### config.mk
export PLATFORM = sky130hd
export DESIGN_NAME = dds_phaser_core
export DESIGN_NICKNAME = d
export VERILOG_FILES = /design/src/rtl/dds_pkg.sv /design/src/rtl/GSR.sv /design/src/rtl/dds_wave_gen.sv /design/src/rtl/dds_phaser_core.sv
export SDC_FILE = /design/constraint.sdc
export NUM_CORES = 1
export LEC_CHECK = 0
export ABC_AREA = 1
export BUFFER_PORTS_ARGS = -buffer_cell sky130_fd_sc_hd__buf_2
export CORE_UTILIZATION = 35
export DETAILED_ROUTE_END_ITERATION = 8
export MAX_ROUTING_LAYER = met4
export PLACE_DENSITY = 0.58
export SKIP_LAST_GASP = 1
export SLEW_MARGIN = 30
export SYNTH_ARGS = -nofsm -noshare
export SYNTH_HDL_FRONTEND = slang
export SYNTH_SLANG_ARGS = --single-unit
export TNS_END_PERCENT = 5
### constraint.sdc
create_clock -name clk -period 2.85 [get_ports clk]
set_input_delay 0.1425 -clock clk [delete_from_list [all_inputs] [get_ports clk]]
set_output_delay 0.1425 -clock clk [all_outputs]
set_load 0.03 [all_outputs]
### src/rtl/dds_pkg.sv
// dds_pkg: register map, CTRL field positions, waveform select and the
// quarter-wave sine table shared by the DDS phaser core and its wave generator.
package dds_pkg;

    localparam logic [15:0] ADDR_OFFSET = 16'h0010;
    localparam logic [15:0] ADDR_FTW    = 16'h0020;
    localparam logic [15:0] ADDR_CTRL   = 16'h0030;

    localparam int unsigned CTRL_W        = 4;
    localparam int unsigned CTRL_RUN_BIT  = 0;
    localparam int unsigned CTRL_OEN_BIT  = 1;
    localparam int unsigned CTRL_WAVE_LSB = 2;

    typedef enum logic [1:0] {
        SINE = 2'b00,
        TRI  = 2'b01,
        SAW  = 2'b10,
        SQR  = 2'b11
    } wave_e;

    // round(32767 * sin(pi/2 * i/64)), i = 0..64
    localparam logic [15:0] SINE_QTR [65] = '{
        16'd0,     16'd804,   16'd1608,  16'd2410,  16'd3212,  16'd4011,  16'd4808,  16'd5602,
        16'd6393,  16'd7179,  16'd7962,  16'd8739,  16'd9512,  16'd10278, 16'd11039, 16'd11793,
        16'd12539, 16'd13279, 16'd14010, 16'd14732, 16'd15446, 16'd16151, 16'd16846, 16'd17530,
        16'd18204, 16'd18868, 16'd19519, 16'd20159, 16'd20787, 16'd21403, 16'd22005, 16'd22594,
        16'd23170, 16'd23731, 16'd24279, 16'd24811, 16'd25329, 16'd25832, 16'd26319, 16'd26790,
        16'd27245, 16'd27683, 16'd28105, 16'd28510, 16'd28898, 16'd29268, 16'd29621, 16'd29956,
        16'd30273, 16'd30571, 16'd30852, 16'd31113, 16'd31356, 16'd31580, 16'd31785, 16'd31971,
        16'd32137, 16'd32285, 16'd32412, 16'd32521, 16'd32609, 16'd32678, 16'd32728, 16'd32757,
        16'd32767
    };

endpackage

### src/rtl/GSR.sv
// GSR: behavioural stand-in for the Gowin global set/reset primitive so the
// core can be simulated and linted outside the vendor flow. It has no function.
module GSR (
    input logic GSRI
);
    logic unused_gsri;
    assign unused_gsri = GSRI;
endmodule

### src/rtl/dds_wave_gen.sv
// dds_wave_gen: combinational phase-to-amplitude stage (sine/triangle/sawtooth/square).
// Works on the top 16 bits of the phase; sine uses the quarter-wave table with symmetry.
module dds_wave_gen #(
    parameter int unsigned PHASE_W = 16,
    parameter int unsigned DATA_W  = 16,
    parameter int unsigned LUT_AW  = 8
) (
    input  dds_pkg::wave_e            wave,
    input  logic [PHASE_W-1:0]        p,
    output logic signed [DATA_W-1:0]  sample
);
    import dds_pkg::*;

    localparam logic [LUT_AW-2:0] QTR_LEN = (LUT_AW-1)'(2 ** (LUT_AW-2));

    logic [15:0]        p16;
    logic [LUT_AW-1:0]  idx;
    logic [LUT_AW-3:0]  k;
    logic [LUT_AW-2:0]  tidx;
    logic [15:0]        mag;
    logic [15:0]        dbl;
    logic signed [15:0] s16;

    assign p16 = p[PHASE_W-1 -: 16];
    assign idx = p16[15 -: LUT_AW];
    assign k   = idx[LUT_AW-3:0];

    // Select waveform; sine mirrors the index in odd quadrants and negates in the lower half
    always_comb begin
        tidx = {1'b0, k};
        mag  = '0;
        dbl  = {p16[14:0], 1'b0};
        s16  = '0;
        if (idx[LUT_AW-2]) begin
            tidx = QTR_LEN - {1'b0, k};
        end
        mag = SINE_QTR[tidx];
        case (wave)
            SINE: s16 = idx[LUT_AW-1] ? (~mag + 16'd1) : mag;
            TRI:  s16 = p16[15] ? (16'h7FFF - dbl) : (dbl ^ 16'h8000);
            SAW:  s16 = p16 ^ 16'h8000;
            SQR:  s16 = p16[15] ? 16'h8001 : 16'h7FFF;
            default: s16 = '0;
        endcase
    end

    assign sample = DATA_W'(s16);

endmodule

### src/rtl/dds_phaser_core.sv
// dds_phaser_core: register-programmed DDS with a 16-bit phase accumulator and a
// two-stage output pipeline (phase+offset, then waveform lookup into dout).
// Build option DDS_PHASE_OFFSET_EN: adds the writable OFFSET register at 0x0010.
module dds_phaser_core #(
    parameter int unsigned PHASE_W = 16,
    parameter int unsigned DATA_W  = 16,
    parameter int unsigned ADDR_W  = 16,
    parameter int unsigned LUT_AW  = 8
) (
    input  logic              clk,
    input  logic              rst,
    input  logic              wr,
    input  logic [ADDR_W-1:0] waddr,
    input  logic [15:0]       wdata,
    output logic              out_valid,
    output logic [DATA_W-1:0] dout
);
    import dds_pkg::*;

    logic [PHASE_W-1:0] ftw_q,      ftw_d;
    logic [CTRL_W-1:0]  ctrl_q,     ctrl_d;
    logic [PHASE_W-1:0] phase_q,    phase_d;
    logic [PHASE_W-1:0] p_q,        p_d;
    wave_e              wave_s1_q,  wave_s1_d;
    logic               oen_s1_q,   oen_s1_d;
    logic [DATA_W-1:0]  dout_q,     dout_d;
    logic               valid_q,    valid_d;
`ifdef DDS_PHASE_OFFSET_EN
    logic [PHASE_W-1:0] offset_q,   offset_d;
`endif

    logic signed [DATA_W-1:0] sample;

    GSR u_gsr (
        .GSRI (1'b1)
    );

    dds_wave_gen #(
        .PHASE_W (PHASE_W),
        .DATA_W  (DATA_W),
        .LUT_AW  (LUT_AW)
    ) u_wave_gen (
        .wave   (wave_s1_q),
        .p      (p_q),
        .sample (sample)
    );

    // Register writes, accumulator advance and next pipeline contents
    always_comb begin
        ftw_d  = ftw_q;
        ctrl_d = ctrl_q;
`ifdef DDS_PHASE_OFFSET_EN
        offset_d = offset_q;
`endif
        if (wr) begin
            if (waddr == ADDR_W'(ADDR_FTW)) begin
                ftw_d = PHASE_W'(wdata);
            end
            if (waddr == ADDR_W'(ADDR_CTRL)) begin
                ctrl_d = wdata[CTRL_W-1:0];
            end
`ifdef DDS_PHASE_OFFSET_EN
            if (waddr == ADDR_W'(ADDR_OFFSET)) begin
                offset_d = PHASE_W'(wdata);
            end
`endif
        end

        phase_d = ctrl_q[CTRL_RUN_BIT] ? (phase_q + ftw_q) : phase_q;

`ifdef DDS_PHASE_OFFSET_EN
        p_d = phase_q + offset_q;
`else
        p_d = phase_q;
`endif
        wave_s1_d = wave_e'(ctrl_q[CTRL_WAVE_LSB +: 2]);
        oen_s1_d  = ctrl_q[CTRL_OEN_BIT];

        dout_d  = oen_s1_q ? DATA_W'(sample) : '0;
        valid_d = oen_s1_q;
    end

    // State update; reset wins over a write in the same cycle
    always_ff @(posedge clk) begin
        if (rst) begin
            ftw_q     <= '0;
            ctrl_q    <= '0;
            phase_q   <= '0;
            p_q       <= '0;
            wave_s1_q <= SINE;
            oen_s1_q  <= 1'b0;
            dout_q    <= '0;
            valid_q   <= 1'b0;
`ifdef DDS_PHASE_OFFSET_EN
            offset_q  <= '0;
`endif
        end else begin
            ftw_q     <= ftw_d;
            ctrl_q    <= ctrl_d;
            phase_q   <= phase_d;
            p_q       <= p_d;
            wave_s1_q <= wave_s1_d;
            oen_s1_q  <= oen_s1_d;
            dout_q    <= dout_d;
            valid_q   <= valid_d;
`ifdef DDS_PHASE_OFFSET_EN
            offset_q  <= offset_d;
`endif
        end
    end

    assign dout      = dout_q;
    assign out_valid = valid_q;

endmodule

==> metrics <==
synth unique cells 44; area grow syn2layout 23.7%; detailed-route via count 5962; first-pass GRT wire length 27200 um; yosys warns 0; net count after synthesis 960; critical path arrival 3.04 ns; I/O pin count 52; GRT overflow 0; Slew Viols, Final 0; vias in the first global route 5548; Syn Std Cell Area 5620 sq um; worst-skew pair later-pin latency 0.33 ns; Final Util 45.0%; Wirelength per Cell 13.9 um; synthesized flop and latch total 72; TNS Setup 0 ns; Num CTS Buffers 9; drc violations 0; Worst path slowest cell dfxtp_2; Max-Cap Viols 0; pre-CTS WS 0.00812 ns; Mean Syn Cell Area roughly 6.3 sq um; Pwr Density 327 nW/um^2; share of post-route cells with drive strength above 1 21.2%; row cnt 45; Pleak 3.52 nW; Initial Util about 36%; crit start category register; reg2reg path depth 21; clock tree from TritonCTS done; VDD IR max slightly below 0.3 mV; hpwl dp 13100 um; Max FO, Critical Path 5; Most Frequent Cell on Critical Path nand2_2; H-tree Lvls 3; vias per cell 4.97; run status finished clean; n_diodes 0; CTS Hold Bufs 0; Design Power between 2 and 2.5 mW; register area share after synthesis 25.7%; core area 15400 sq um; placed cell areas between 6000 and 7000 sq um; DR iter-0 viols 444; filler instances 1672; Rel. slew slack 41.0%; Hold Crit Class in -> reg; Sink Count 72; Critical Path RT 3.10 ns; Non-Filler Cell Area, Final 6950 sq um; largest net degree at the start of global routing 36; total track usage 21.4%; Yosys top cell by area dfxtp_1; Layout Skew 0.00907 ns; ranking of synthesized cells by area dfxtp_1, nand2_1, a21oi_1; Die X between 100 and 150 um; First-pass DRT Iterations 5; CTS max path bufs 2; hold depth 3; top cell type's share of synthesized area 25.7%; Port Buffer Count 51; RSZ-0062 raised after global routing true; slowest stage delay, CP about 0.35 ns; Slew @ Worst Pin 0.882 ns; post-layout min period roughly 2.8 ns; Setup Crit Path Kind reg -> reg; die height 129 um; GP Congestion 0.950; Final setup violation count 0; initial antenna violation count 0; Final Hold Vio Count 0; fin crit share 98.0%; DRT Wirelength 16700 um; Max Freq 0.358 GHz; die area 16600 sq um; Worst setup EP type register; Routed Antenna Nets 0; CP Cell Sequence inv_4, ha_4, nand2_4, o21ai_4, inv_2, buf_6, buf_4, nand2_2, nand3_1, nand3_1, nand3_1, nand2_1, ha_2, nand3_4, nor2_4, nand2_2, nand2_4, nand2_2, nand2_2, nand3_2, a21oi_2; clock root buffer clkbuf_16; nets@finish roughly 1.1k; clock transition at the registers of the reported paths around 0.060 ns; post-synthesis cell count 894; PnR worst setup slack roughly 0.056 ns
-- cells in the final DEF, fill, tap and decap left out, drive strengths merged, types with 2 or more instances in the layout --
cell type	count
nand2	257
buf	119
inv	115
nand3	86
a21oi	83
nor2	77
dfxtp	72
o21ai	62
ha	30
xor2	13
a221oi	10
clkbuf	10
nand4	9
xnor2	7
nand3b	5
a31oi	5
clkinv	5
o211ai	4
nor3	3
nor4	3
a41oi	2
bufinv	2
-- per-stage QoR --
step,cells,hold WS (ns)
floorplan,894,0.299
finish,1200,0.0847
CTS,1196,0.0745
global route,1200,0.105
global placement,1180,0.421
detailed placement,1180,0.428
-- kinds of logic (layout without fill, tap and decap cells) --
kind of cell / Yosys count / count (layout) / synth area share (%)
AOI/OAI and AO/OA: 172 / 172 / 17.0
xor gates and xnor gates: 20 / 20 / 3.12
adders and majority gates: 31 / 31 / 7.04
buffers and inverters: 156 / 251 / 12.0
DFF: 72 / 72 / 25.7
and+or+nand+nor: 443 / 443 / 35.2
-- registers in the layout (all words and copies together) (netlist names) --
signal,cells
oen_s1_q,1
p_q,16
p_d,16
dout,16
wave_s1_q,2
ctrl_q,4
out_valid,1
ftw_q,16
-- final timing paths --
check	slack (ns)	start	to
worst max-delay path	0.06	p_q[8]	dout[14]
worst min-delay path	0.08	wdata[13]	ftw_q[13]
worst max register to register	0.06	p_q[8]	dout[14]
worst min register to register	0.44	ctrl_q[1]	oen_s1_q
-- layout make-up --
type / instances / area, sq um / area share [%]
clock buffers: 10 / 239 / 3.44
clock inverters: 6 / 91.3 / 1.31
inverters: 116 / 443 / 6.38
multi-input cells: 666 / 3670 / 52.8
flip-flops and latches: 72 / 1450 / 20.8
well taps: 211 / 264 / 3.80
repair buffers: 119 / 795 / 11.4
-- metal layers --
layer | global-route usage (%) | share of wire, % | vias up
met4 | 8.58 | 3.4 | 0
met3 | 3.20 | 4.3 | 42
met2 | 33.5 | 45 | 179
met1 | 27.7 | 47 | 2656
li1 | - | - | 3085
met5 | - | 0 | -
-- critical path: cells and delay by family, from the launching register on --
family	cells	cell delay, ns
AND/OR/NAND/NOR	13	1.19
flip-flops	1	0.35
buffers and inverters	4	0.42
AO/OA/AOI/OAI	2	0.24
adder cells (fa/ha/maj)	2	0.50
-- synth_stat cells, drive strengths merged --
library cell and instances:
nand2 257, inv 114, nand3 86, a21oi 83
nor2 77, dfxtp 72, o21ai 62, ha 30
buf 21, clkbuf 19, xor2 13, a221oi 10
nand4 9, xnor2 7, a31oi 5, nand3b 5
o211ai 4, nor3 3, nor4 3, a41oi 2
clkinv 2, a211oi 1, a21o 1, and2 1
fa 1, nor4b 1, o21a 1, o21bai 1
o221ai 1, o31ai 1, or4 1
-- timing repair --
action	in CTS	in global routing
gates resized for setup	3	41
endpoints found under the setup margin	3	16
hold endpoints to repair	0	0
buffers inserted	0	4
pin swaps	0	10
-- power by group --
part / switching (mW) / total, mW / internal (mW)
Combinational: 0.0215 / 0.0436 / 0.0220
Sequential: 0.00000794 / 1.01 / 1.01
Clock: 0.425 / 1.22 / 0.794
Total: 0.446 / 2.27 / 1.82
No activity file was read; power rests on OpenSTA's default activity.
